[config.mk]
export PLATFORM = sky130hd
export DESIGN_NAME = jt10_adpcm_sched
export DESIGN_NICKNAME = d
export VERILOG_FILES = /design/src/rtl/jt10_adpcm_sched.sv
export SDC_FILE = /design/constraint.sdc
export NUM_CORES = 1
export LEC_CHECK = 0
export BUFFER_PORTS_ARGS = -buffer_cell sky130_fd_sc_hd__buf_2
export CAP_MARGIN = 20
export CORE_MARGIN = 1
export CORE_UTILIZATION = 55
export DETAILED_ROUTE_END_ITERATION = 10
export PLACE_DENSITY = 0.79
export SYNTH_ARGS = -nofsm -noshare
export SYNTH_HDL_FRONTEND = slang
export SYNTH_SLANG_ARGS = --single-unit
export TNS_END_PERCENT = 100
[constraint.sdc]
create_clock -name clk -period 1.7 [get_ports clk]
set_input_delay 0.51 -clock clk [delete_from_list [all_inputs] [get_ports clk]]
set_output_delay 0.51 -clock clk [all_outputs]
set_load 0.02 [all_outputs]
[src/rtl/jt10_adpcm_sched.sv]
// ADPCM-A channel scheduler: 6-slot rotation, frame match strobe, key on/off mask
// and a one-entry-per-channel L/R/level update queue. Optional macro: JT10_ADPCM_SCHED_FLAGS_EN.
module jt10_adpcm_sched (
    input  logic       clk,
    input  logic       rst_n,
    input  logic       cen,
    input  logic       cfg_wr,
    input  logic [4:0] cfg_addr,
    input  logic [7:0] cfg_din,
    input  logic       ch_end,
    output logic [5:0] cur_ch,
    output logic [5:0] en_ch,
    output logic       match,
    output logic [5:0] atl,
    output logic [7:0] lracl,
    output logic [2:0] up_ch,
    output logic [5:0] flags
);

    logic [2:0] round;
    logic [5:0] pend;
    logic [5:0] pend_nxt;
    logic [5:0] head_oh;
    logic [5:0] en_nxt;
    logic [5:0] wr_lr;
    logic [7:0] shadow [0:5];
    logic       wr_key;
    logic       wr_atl;

    assign wr_key = cfg_wr && (cfg_addr == 5'h00);
    assign wr_atl = cfg_wr && (cfg_addr == 5'h01);

    always_comb begin
        for (int i = 0; i < 6; i++)
            wr_lr[i] = cfg_wr && (cfg_addr == 5'(i + 8));
    end

    // Lowest pending channel is the queue head
    assign head_oh = pend & (~pend + 6'd1);

    always_comb begin
        up_ch = 3'd7;
        lracl = 8'd0;
        for (int i = 5; i >= 0; i--) begin
            if (pend[i]) begin
                up_ch = 3'(i);
                lracl = shadow[i];
            end
        end
    end

    // A write landing on the consuming edge re-arms the entry
    always_comb begin
        pend_nxt = pend;
        if (cen)
            pend_nxt = pend_nxt & ~(cur_ch & head_oh);
        pend_nxt = pend_nxt | wr_lr;
    end

    // Key-on is applied after ch_end so it wins on the same channel
    always_comb begin
        en_nxt = en_ch;
        if (cen && ch_end)
            en_nxt = en_nxt & ~cur_ch;
        if (wr_key)
            en_nxt = cfg_din[7] ? (en_nxt & ~cfg_din[5:0]) : (en_nxt | cfg_din[5:0]);
    end

    assign match = (round == 3'd0) && |(en_ch & cur_ch);

    always_ff @(posedge clk) begin
        if (!rst_n) begin
            cur_ch <= 6'b000001;
            round  <= 3'd0;
            en_ch  <= 6'd0;
            atl    <= 6'd0;
            pend   <= 6'd0;
            for (int i = 0; i < 6; i++)
                shadow[i] <= 8'd0;
        end else begin
            if (cen) begin
                cur_ch <= {cur_ch[4:0], cur_ch[5]};
                if (cur_ch[5])
                    round <= (round == 3'd5) ? 3'd0 : round + 3'd1;
            end
            en_ch <= en_nxt;
            pend  <= pend_nxt;
            if (wr_atl)
                atl <= cfg_din[5:0];
            for (int i = 0; i < 6; i++)
                if (wr_lr[i])
                    shadow[i] <= cfg_din;
        end
    end

`ifdef JT10_ADPCM_SCHED_FLAGS_EN
    logic [5:0] flg_nxt;
    logic       wr_fclr;

    assign wr_fclr = cfg_wr && (cfg_addr == 5'h1C);

    always_comb begin
        flg_nxt = flags;
        if (cen && ch_end)
            flg_nxt = flg_nxt | cur_ch;
        if (wr_key && !cfg_din[7])
            flg_nxt = flg_nxt & ~cfg_din[5:0];
        if (wr_fclr)
            flg_nxt = flg_nxt & ~cfg_din[5:0];
    end

    always_ff @(posedge clk) begin
        if (!rst_n)
            flags <= 6'd0;
        else
            flags <= flg_nxt;
    end
`else
    assign flags = 6'd0;
`endif

endmodule
Yosys cells after proc, flatten, opt, wreduce, memory -nomap -nowiden
Memories as Yosys holds them, arrays and structs flattened.
Index checks and enable logic that the tools add are counted.

cells by class
  $add $sub $neg = 2
  $mul = 0
  div/mod/pow operators = 0
  order comparisons = 0
  eq/ne operators = 8
  shift-type cells = 0
  mux-type cells = 42
  bitwise operators = 18
  reduce and logical (&&, ||, !) cells = 14

operator list
  operator               count
  $mux W8                12
  $and A6 B6 Y6          6
  $eq A5 B4 Y1 const B   6
  $mux W6                4
  $not A6 Y6             4
  $mux W1                19
  $mux W3                6
  $or A6 B6 Y6           2
  $logic_and A1 B1 Y1    10
  $add A6 B1 Y6 const B  1
  $or A1 B1 Y1           6
  $reduce_or A6 Y1       1
  $eq A5 B1 Y1 const B   1
  $logic_not A5 Y1       1
  $add A3 B1 Y3 const B  1
  $eq A3 B3 Y1 const B   1
  $logic_not A3 Y1       1
  $mux W2                1
  $reduce_and A2 Y1      1

word-level totals
  register bits after elaboration = 27
  latch bits = 0
  memory bits (writable) = 48
  memory bits (read-only) = 0
  input bits = 18
  output and inout port bits = 36
  memories kept = 1

memories
  name    words  width  read ports  clocked after memory_dff  wr ports  RTL line  text
  shadow  6      8      6           0                         6         26        logic [7:0] shadow [0:5];

Logic depth before layout (Yosys ltp)
Gate-level depths: netlist of run 1.

  depth after elaboration = 8
  depth in mapped cells = 5
  depth with buffers taken out = 3

Worst setup path after synthesis of run 1
No wires, ideal clock.

  path kind = register -> output
  start point = register cur_ch[4]
  end point = output port match
  arrival time = 1.859 ns
  data required time = 1.190 ns
  slack = -0.669 ns
  stages on the path, launching flop included = 4
  buffers on the path = 0
  cell sequence = dfxtp_1 > a22o_1 > a221oi_1 > a2111oi_0

on the way
  cells in the longest elaborated chain, start to end = 3

ends and longest elaborated chain
  item                    RTL line  text
  start, declared         11        output logic [5:0] cur_ch,
  start signal, assigned  82        cur_ch <= {cur_ch[4:0], cur_ch[5]};
  $and A6 B6 Y6           69        assign match = (round == 3'd0) && |(en_ch & cur_ch);
  $reduce_or A6 Y1        69
  $logic_and A1 B1 Y1     69
  end, declared           13        output logic match,

No other way between the ends.

Worst setup path in the final report of run 1
  start point = register pend[3]
  end point = output port lracl[2]

on the way
  cells in the longest elaborated chain, start to end = 4

ends and longest elaborated chain
  item                    RTL line  text
  start, declared         21        logic [5:0] pend;
  start signal, assigned  87        pend <= pend_nxt;
  $mux W8 (4 in series)   45        if (pend[i]) begin
  end, declared           15        output logic [7:0] lracl,

No other way between the ends.

==> results of run 1 <==
==> synthesized netlist by cell type, drive strengths merged <==
| library cell | number |
|---|---|
| a2111oi | 1 |
| a211oi | 8 |
| a21boi | 17 |
| a21o | 9 |
| a21oi | 1 |
| a221oi | 1 |
| a22o | 1 |
| a22oi | 9 |
| a31oi | 1 |
| and2 | 19 |
| and3 | 34 |
| and3b | 8 |
| and4b | 1 |
| and4bb | 1 |
| buf | 18 |
| clkbuf | 9 |
| conb | 1 |
| dfxtp | 27 |
| edfxtp | 48 |
| inv | 2 |
| mux2i | 7 |
| nand2 | 21 |
| nand2b | 8 |
| nand3 | 26 |
| nor2 | 4 |
| nor2b | 4 |
| nor3b | 1 |
| nor4b | 1 |
| o21ai | 24 |
| o31a | 1 |
| o31ai | 1 |
| o41ai | 1 |
| or3 | 1 |
| or3b | 1 |
| or4 | 1 |
| or4b | 1 |
| xnor2 | 1 |
==> power groups by stage <==
stage	registers [mW]	clock network, mW	logic [mW]
floorplan	2.07	0	0.160
global placement	2.07	0	0.313
detailed placement	2.08	0	0.321
CTS	2.04	1.41	0.344
global route	2.04	1.48	0.373
finish	2.04	1.40	0.348
==> cell type report <==
cell class,instances,share of cell area [%]
Multi-Input combinational cell,221,34.2
Tap cell,75,2.05
Timing Repair Buffer,90,15.6
Sequential cell,75,43.5
Inverter,2,0.164
Clock inverter,4,1.04
Clock buffer,12,3.41
==> timing repair <==
| item | 4_1_cts | 5_1_grt |
|---|---|---|
| cloned | 0 | 0 |
| setup buffers | 7 | 0 |
| pin swaps | 22 | 7 |
| resized for setup | 55 | 3 |
| setup endpoints to repair | 13 | 12 |
==> per-layer routing <==
layer	global-route usage (%)	routed length [um]	share of wire (%)	vias up
li1	-	-	-	1332
met1	36.6	3710	40	1351
met2	50.2	4550	50	139
met3	3.74	577	6.3	23
met4	18.2	322	3.5	0
met5	0	0	0	-
==> state kept, by name, indices dropped and copies added, names as in the netlist <==
signal and cells:
cur_ch 6, en_ch 6, atl 6, round 3, shadow 48, pend 6
==> worst max-delay path: cells and delay by family (launching register included) <==
kind / cells / cell delay [ns]
flip-flops: 1 / 0.37
AND/OR/NAND/NOR: 1 / 0.22
AO/OA/AOI/OAI: 2 / 0.21
buffers and inverters: 3 / 0.41
==> worst paths after layout <==
kind                        from             endpoint  slack, ns  depth (start not counted)
max           pend[3]$_SDFF_PN0_             lracl[2]      -0.37                          6
min          atl[3]$_SDFFE_PN0P_  atl[3]$_SDFFE_PN0P_       0.48                          2
max reg2reg   pend[1]$_SDFF_PN0_   pend[5]$_SDFF_PN0_       0.16                          5
min reg2reg  atl[3]$_SDFFE_PN0P_  atl[3]$_SDFFE_PN0P_       0.48                          2
==> cell families after synthesis <==
kind of cell / Yosys count / share of synthesized area, %
and+or+nand+nor: 132 / 22.9
AOI/OAI and AO/OA: 75 / 14.4
DFF: 75 / 55.8
buffers and inverters: 29 / 4.68
muxes: 7 / 1.97
xor gates and xnor gates: 1 / 0.247
other: 1 / 0.106
==> stage by stage <==
stage	util, %	cells	TNS, ns	worst slack (ns)
after global placement	68.6	459	-1.36	-0.200
after global routing	75.6	479	-4.24	-0.425
after CTS	75.5	480	-3.63	-0.367
final	75.6	479	-3.61	-0.370
after detailed placement	68.6	459	-2.25	-0.238
after floorplan	-	325	0	0.0220
==> summary.md, run 1 <==
| Metric | Value |
|---|---|
| Vias | `2845` |
| Finished Cell Area | `4580 sq um` |
| Area of the multi-input gates | `1570 sq um` |
| Critical path capture point type | `primary output` |
| # diodes | `0` |
| Critical path's slowest cell | `dfxtp_4` |
| Number of buffers created by CTS | `9` |
| Initial antenna violation count | `0` |
| Clock power frac | `37.0%` |
| Core Region | `6060 sq um` |
| FF/Latch Area | `2000 sq um` |
| # IOs | `54` |
| GRT overflow | `0` |
| Most frequent cells in the layout | `edfxtp_1 (48), buf_2 (35), buf_4 (35)` |
| Seq pwr share | `53.8%` |
| Fin Clk Skew | `0.00215 ns` |
| CTS tree | `built` |
| Vias/cell | `5.94` |
| Post-synth top area cell | `edfxtp_1` |
| Die Wd | `82.4 um` |
| Share of post-route cells with drive strength above 1 | `36.1%` |
| Worst path cell trace | `nor3b_4 > buf_6 > buf_6 > a211oi_2 > o21ai_2 > buf_6` |
| Antenna Nets Post-Route | `0` |
| Max VDD drop | `0.645 mV` |
| Post-DP Area | `4160 sq um` |
| Synth warnings | `0` |
| DRC | `0` |
| Final Max Slew Viols | `0` |
| LEAKAGE | `2.02 nW` |
| First-pass GRT wire length | `14000 um` |
| Pint | `2.91 mW` |
| Starting density of the core | `58.6%` |
| First-pass detailed-route iteration total | `4` |
| Min Tclk post-route | `2.07 ns` |
| Register area share after synthesis | `55.8%` |
| Hold WS | `0.483 ns` |
| Drt initial violations | `200` |
| Switching power | `0.877 mW` |
| Worst setup margin | `-0.370 ns` |
| Clock-pin slew on the worst setup and hold paths | `0.07 ns` |
| Cell Area, Synth | `3550 sq um` |
| Worst Path Required | `1.19 ns` |
| Achievable clock frequency | `0.483 GHz` |
| Sw Share | `23.2%` |
| Post-DR wirelength/cell | `19.1 um` |
| Pwr Total | `3.79 mW` |
| Worst-skew pair later-pin latency | `0.35 ns` |
| GR Util All Layers | `29.8%` |
| Clock Sinks | `75` |
| Nets | `417` |
| Htree depth | `3` |
| Unrepaired setup endpoints after global routing | `true` |
| Final wirelength | `9160 um` |
| Hpwl dp | `6250 um` |
| Hold crit path type | `register to register` |
| Endpoints failing setup | `12` |
| CP max stage delay | `0.37 ns` |
| P per Cell Area | `826 nW/um^2` |
| Hold Vio Cnt, Final | `0` |
| Register bit total from synthesis | `75` |
| Crit-path max FO | `6` |
| PortBufs | `47` |
| Hold buffers post-CTS | `0` |
| Filler Cell Count | `395` |
| Cells after Synth | `320` |
| Startpoint Class | `register` |
| Synth top area share | `40.6%` |
| Root buffer cell | `clkbuf_8` |
| Commonest non-fill, non-tap cell in the layout | `edfxtp_1` |
| Vias in the first global route | `2734` |
| Largest net degree at the start of global routing | `34` |
| Chip height | `82.4 um` |
| Area delta synth->final | `29.0%` |
| Mean post-synth cell area | `11.1 sq um` |
| Critical Path AT | `1.56 ns` |
| Setup Crit Path Kind | `register to primary output` |
| Crit path top cell by count | `buf_6` |
| Final period util | `122%` |
| Die area | `6790 sq um` |
| Comb pwr share | `9.2%` |
| Routability cong. | `0.829` |
| Top cells by area, synth | `edfxtp_1 (41%), dfxtp_1 (15%), and3_1 (6.0%)` |
| Outcome | `complete, but fails checks` |
| Maxcap violations | `0` |
| Maximum clock path buffer count | `2` |
| Synth cell types | `42` |
| Failing checks | `negative setup slack` |
| # rows | `28` |
No activity file was read; power rests on OpenSTA's default activity.
==> inputs of run 2 (changes only) <==
Settings changed: BUFFER_PORTS_ARGS -buffer_cell sky130_fd_sc_hd__buf_2 to unset, DONT_BUFFER_PORTS set to 1, PLACE_DENSITY 0.79 to 0.71.
==> run 2 against run 1 <==
Utilization is 2.3 points lower; maximum frequency is 2.7% higher; largest cell class unchanged; critical path type unchanged; the flow still finishes with violations (negative setup slack); die area stayed put; critical path depth is 2 lower; via count is 7.9% lower; register-to-register slack worse by 0.02 ns; routed wire length is 4.4% lower; first-iteration DRC count is 25% lower; non-clock buffer count is 43 lower; hold slack worse by 0.23 ns; flip-flop and latch count stayed put.
==> summary.md, run 2 (synthesis results as in run 1) <==
| Metric | Value |
|---|---|
| Starting density of the core | `58.6% (unchanged)` |
| First-pass detailed-route iteration total | `5 (+1)` |
| P per Cell Area | `883 nW/um^2 (+6.9%)` |
| PortBufs | `0 (-100%)` |
| Crit-path max FO | `8 (+2)` |
| Nets | `374 (-10%)` |
| Critical Path AT | `1.51 ns (-0.05 ns)` |
| Critical path's slowest cell | `dfxtp_4` |
| Core Region | `6060 sq um (unchanged)` |
| Post-DR wirelength/cell | `20.1 um (+5.0%)` |
| Routability cong. | `0.913 (+10%)` |
| Hold Path Origin | `rst_n` |
| First-pass GRT wire length | `13200 um (-6.0%)` |
| Clock-pin slew on the worst setup and hold paths | `0.08 ns (about the same)` |
| Unrepaired setup endpoints after global routing | `true` |
| Min Tclk post-route | `2.02 ns (-0.0549 ns)` |
| Crit Reg-Reg Startpoint | `pend[3]$_SDFF_PN0_` |
| Root buffer cell | `clkbuf_8` |
| Endpoints failing setup | `12 (unchanged)` |
| # IOs | `54 (unchanged)` |
| Maxcap violations | `0 (unchanged)` |
| Crit path launch | `pend[3]$_SDFF_PN0_` |
| Critical path capture point type | `primary output` |
| Area delta synth->final | `25.1%` |
| DRC | `0 (unchanged)` |
| Chip height | `82.4 um (unchanged)` |
| CTS tree | `built` |
| Die Wd | `82.4 um (unchanged)` |
| Vias | `2620 (-7.9%)` |
| Clock Sinks | `75 (unchanged)` |
| Hold WS | `0.256 ns (-0.227 ns)` |
| Final wirelength | `8760 um (-4.4%)` |
| Worst-skew pair later-pin latency | `0.35 ns (about the same)` |
| GR Util All Layers | `27.9% (-1.9 points)` |
| Worst setup margin | `-0.316 ns (+0.0549 ns)` |
| Max reg flops | `48 (unchanged)` |
| Final core occ | `73.3% (-2.3 points)` |
| Hold crit path type | `primary input to register` |
| Hold Vio Cnt, Final | `0 (unchanged)` |
| Die area | `6790 sq um (unchanged)` |
| Drt initial violations | `151 (-25%)` |
| Worst path cell trace | `buf_6 > and3b_1 > a211oi_4 > o21ai_4` |
| Placed cells | `414 (-9.8%)` |
| Dpl ws | `-0.150 ns (+0.0879 ns)` |
| Setup Crit Path Kind | `register to primary output` |
| Final period util | `119% (-3.2 points)` |
| Htree depth | `3 (unchanged)` |
| Outcome | `complete, but fails checks` |
| Hold buffers post-CTS | `0 (unchanged)` |
| Fin Clk Skew | `0.00161 ns (-0.000539 ns)` |
| Largest register by flop count | `shadow` |
| Initial antenna violation count | `0 (unchanged)` |
| # rows | `28 (unchanged)` |
| Antenna Nets Post-Route | `0 (unchanged)` |
| Max VDD drop | `0.632 mV (-2.1%)` |
| Achievable clock frequency | `0.496 GHz (+2.7%)` |
| Number of buffers created by CTS | `9 (unchanged)` |
| Maximum clock path buffer count | `2 (unchanged)` |
| GRT overflow | `0 (unchanged)` |
| LEAKAGE | `1.85 nW (-8.3%)` |
| Worst Path Required | `1.19 ns (about the same)` |
| CP max stage delay | `0.42 ns (+0.05 ns)` |
| Largest net degree at the start of global routing | `38 (+12%)` |
| Most frequent cells in the layout | `edfxtp_1 (48), and3_1 (34), buf_4 (31)` |
| TNS Setup | `-3.24 ns (+0.374 ns)` |
| Vias in the first global route | `2679 (-2.0%)` |
| Layout Cells excl Fill | `436 (-9.0%)` |
| Final Max Slew Viols | `0 (unchanged)` |
| # diodes | `0 (unchanged)` |
| Hpwl dp | `5810 um (-7.1%)` |
| Startpoint Class | `register` |
| Share of post-route cells with drive strength above 1 | `28.5% (-7.6 points)` |
| Filler Cell Count | `421 (+6.6%)` |
| Commonest non-fill, non-tap cell in the layout | `edfxtp_1` |
| Failing checks | `negative setup slack` |
| Vias/cell | `6.01 (+1.2%)` |
run 2: critical path: cells and delay by family, from the launching register on:
family	cells	cell delay, ns
flops	1	0.42
compound gates	2	0.39
simple gates	1	0.21
buf+inv	1	0.13
run 2: layout make-up:
class | instances | area (sq um) | area share [%]
Clock buffer | 9 | 124 | 2.79
Timing Repair Buffer | 47 | 430 | 9.68
Multi-Input combinational cell | 221 | 1670 | 37.6
Inverter | 2 | 10.0 | 0.225
Clock inverter | 7 | 116 | 2.62
Tap cell | 75 | 93.8 | 2.11
Sequential cell | 75 | 2000 | 45.0
run 2: final timing paths:
| path | endpoint | slack [ns] | depth (start not counted) |
|---|---|---|---|
| max | lracl[3] | -0.32 | 4 |
| min | cur_ch[0]$_SDFFE_PN1P_ | 0.26 | 1 |
| max reg2reg | pend[5]$_SDFF_PN0_ | 0.14 | 5 |
| min reg2reg | round[1]$_SDFFE_PN0P_ | 0.52 | 2 |
run 2: metrics by stage:
step                      power (mW)  instance area, sq um
after floorplan                 2.23                  3620
after global placement          2.28                  3890
after detailed placement        2.28                  3890
after CTS                       3.92                  4370
after global routing            4.02                  4450
final                           3.92                  4450
run 2: timing repair:
action	in CTS	in global routing
pin swaps	22	19
gates cloned	0	0
setup endpoints to repair	13	14
resized for setup	53	15
buffers inserted	11	1
run 2: power breakdown:
part	switching [mW]	internal [mW]	total, mW
registers	0.0350	2.00	2.04
logic	0.143	0.0933	0.237
clock network	0.680	0.972	1.65
total	0.858	3.07	3.92
run 2: routing by layer:
metal,wire length (um),vias to the layer above,track usage (%)
met5,0,-,0
met4,211,0,15.3
met3,520,20,5.82
met2,4570,104,49.6
met1,3460,1256,31.2
li1,-,1240,-
==> inputs of run 3 (changes only) <==
Settings changed: BUFFER_PORTS_ARGS set to -buffer_cell sky130_fd_sc_hd__buf_2, DONT_BUFFER_PORTS 1 to unset, GPL_TIMING_DRIVEN set to 0, PLACE_DENSITY 0.71 to 0.79.
==> run 3 against run 2 <==
The run still ends with negative setup slack left; largest power group unchanged; via count up 7.8%; hold slack better by 0.23 ns; routed wire length up 0.42%; sequential share of layout area down 0.46 points; highest routed layer unchanged.
==> summary.md, run 3 (synthesis results as in run 1) <==
| Metric | Value |
|---|---|
| Outcome | `complete, but fails checks` |
| Failing checks | `negative setup slack` |
| Htree depth | `3 (unchanged)` |
| Finished Cell Area | `4510 sq um (+1.4%)` |
| Final wirelength | `8790 um (+0.42%)` |
| Dpl ws | `-0.381 ns (-0.231 ns)` |
| Drt initial violations | `228 (+51%)` |
| Root buffer cell | `clkbuf_8` |
| Hold crit path type | `register to register` |
| Achievable clock frequency | `0.474 GHz (-4.6%)` |
| # rows | `28 (unchanged)` |
| Vias in the first global route | `2621 (-2.2%)` |
| First-pass GRT wire length | `13300 um (+0.89%)` |
| Hold Vio Cnt, Final | `0 (unchanged)` |
| P per Cell Area | `866 nW/um^2 (-1.9%)` |
| Post-DP Area | `3940 sq um (+1.3%)` |
| Critical path capture point type | `primary output` |
| Seq pwr share | `52.1% (+0.2 points)` |
| Routability cong. | `0.820 (-10%)` |
| Starting density of the core | `58.6% (unchanged)` |
| Largest register by flop count | `shadow` |
| Max reg flops | `48 (unchanged)` |
| Hold WS | `0.486 ns (+0.230 ns)` |
| Filler Cell Count | `407 (-3.3%)` |
| Commonest non-fill, non-tap cell in the layout | `edfxtp_1` |
| Core Region | `6060 sq um (unchanged)` |
| Worst setup margin | `-0.412 ns (-0.0963 ns)` |
| # IOs | `54 (unchanged)` |
| Die Wd | `82.4 um (unchanged)` |
| Endpoints failing setup | `12 (unchanged)` |
| Chip height | `82.4 um (unchanged)` |
| Nets | `408 (+9.1%)` |
| Met2 wire len | `4380 um (-4.1%)` |
| Switching power | `0.877 mW (+2.2%)` |
| Post-DR wirelength/cell | `18.7 um (-6.8%)` |
| Crit Reg-Reg Startpoint | `pend[2]$_SDFF_PN0_` |
| Die area | `6790 sq um (unchanged)` |
| Setup Crit Path Kind | `register to primary output` |
| PortBufs | `45 (+45)` |
| Vias | `2825 (+7.8%)` |
| Final Max Slew Viols | `0 (unchanged)` |
| Clock power frac | `39.9% (-2.2 points)` |
| Worst-case reg-to-reg path depth | `4 (-1)` |
| Pwr Total | `3.91 mW (-0.47%)` |
| Maxcap violations | `0 (unchanged)` |
| Max VDD drop | `0.641 mV (+1.6%)` |
| Critical Path AT | `1.60 ns (+0.09 ns)` |
| Worst-skew pair later-pin latency | `0.35 ns (about the same)` |
| GRT overflow | `0 (unchanged)` |
| Fin Clk Skew | `0.00498 ns (+0.00337 ns)` |
| Met1 Routed Length | `3620 um (+4.7%)` |
| WHS Path Cells | `2 (+1)` |
| Reg-to-Reg End | `pend[5]$_SDFF_PN0_` |
| Clock-pin slew on the worst setup and hold paths | `0.08 ns (about the same)` |
| Hold EP | `en_ch[4]$_SDFF_PN0_` |
| Clock Sinks | `75 (unchanged)` |
| Share of post-route cells with drive strength above 1 | `34.4% (+5.9 points)` |
| Sw Share | `22.5% (+0.59 points)` |
| Vias/cell | `6.01 (about the same)` |
| Initial antenna violation count | `0 (unchanged)` |
| Maximum clock path buffer count | `2 (unchanged)` |
| # diodes | `0 (unchanged)` |
| R2r setup slk | `0.22 ns (+0.08 ns)` |
| Uppermost layer routed | `met4` |
| Largest net degree at the start of global routing | `13 (-66%)` |
| Worst Path Required | `1.19 ns (about the same)` |
| Final period util | `124% (+5.7 points)` |
| GR Util All Layers | `28.0% (+0.055 points)` |
| Crit-path max FO | `10 (+2)` |
| CTS tree | `built` |
| Min Tclk post-route | `2.11 ns (+0.0963 ns)` |
| Hpwl dp | `5880 um (+1.3%)` |
| Most frequent cells in the layout | `edfxtp_1 (48), buf_2 (40), and3_1 (34)` |
| Number of buffers created by CTS | `9 (unchanged)` |
| Startpoint Class | `register` |
| Met3 Wirelength | `543 um (+4.4%)` |
| First-pass detailed-route iteration total | `5 (unchanged)` |
| Hold Path Origin | `en_ch[4]$_SDFF_PN0_` |
| LEAKAGE | `1.97 nW (+6.1%)` |
| TNS Setup | `-4.07 ns (-0.837 ns)` |
| Comb pwr share | `8.0% (+2.0 points)` |
| Area delta synth->final | `26.9%` |
| DRC | `0 (unchanged)` |
| Unrepaired setup endpoints after global routing | `true` |
| Antenna Nets Post-Route | `0 (unchanged)` |
| Pint | `3.03 mW (-1.2%)` |
==> run 3: cell count changes in the layout (fill, tap and decap cells not counted), moves of 4 or more <==
cell / delta
buf_2: +40
clkbuf_8: +4
buf_4: -16
o21ai_4: -7
dfxtp_1: -4
clkbuf_1: +5
o21ai_0: +4
o21ai_2: +6
==> run 3: layer usage <==
| layer | up-vias | GRT usage (%) |
|---|---|---|
| li1 | 1311 | - |
| met1 | 1364 | 35.4 |
| met2 | 121 | 47.9 |
| met3 | 29 | 4.62 |
| met4 | 0 | 11.2 |
| met5 | - | 0 |
==> run 3: worst max-delay path, stage by stage (launching register included) <==
cell      delay, ns
dfxtp_2        0.35
buf_6          0.14
nor3b_4        0.20
buf_6          0.19
a211oi_2       0.09
o21ai_2        0.15
buf_6          0.13
==> run 3: timing repair <==
item	CTS	global route
hold buffers	0	0
resized for setup	70	9
pin swaps	14	3
setup endpoints to repair	28	44
gates cloned	1	0
setup buffers	7	1
==> run 3: cell type report <==
class / count / area, sq um / share of cell area (%)
tap: 75 / 93.8 / 2.08
clock inverter: 1 / 5.00 / 0.111
inverter: 2 / 11.3 / 0.250
timing repair buffer: 53 / 354 / 7.85
clock buffer: 15 / 240 / 5.33
timing repair inverter: 1 / 7.51 / 0.167
sequential: 75 / 2010 / 44.5
buffer: 27 / 200 / 4.44
multi-input combinational: 221 / 1590 / 35.2
==> run 3: metrics by stage <==
stage	util [%]	std cells
detailed placement	65.0	445
floorplan	-	325
finish	74.4	470
global placement	65.0	445
global route	74.4	470
CTS	73.9	469
==> run 3: worst max path at each step <==
stage                                 startpoint                         end  slack [ns]  depth (start not counted)
after floorplan           cur_ch[4]$_SDFFE_PN0P_                       match        0.02                          3
after global placement               cfg_addr[0]  shadow[0][4]$_SDFFCE_PN0P_       -0.36                          5
after detailed placement             cfg_addr[0]  shadow[0][3]$_SDFFCE_PN0P_       -0.38                          5
after CTS                     pend[3]$_SDFF_PN0_                    lracl[7]       -0.38                          5
after global routing          pend[3]$_SDFF_PN0_                    lracl[4]       -0.47                          6
final                         pend[3]$_SDFF_PN0_                    lracl[4]       -0.41                          6
==> run 3: power by group through the flow <==
stage	Clock [mW]	Combinational [mW]	Sequential (mW)
after CTS	1.56	0.304	2.03
after global routing	1.63	0.331	2.04
after floorplan	0	0.160	2.07
final	1.56	0.311	2.04
after detailed placement	0	0.275	2.07
after global placement	0	0.269	2.07
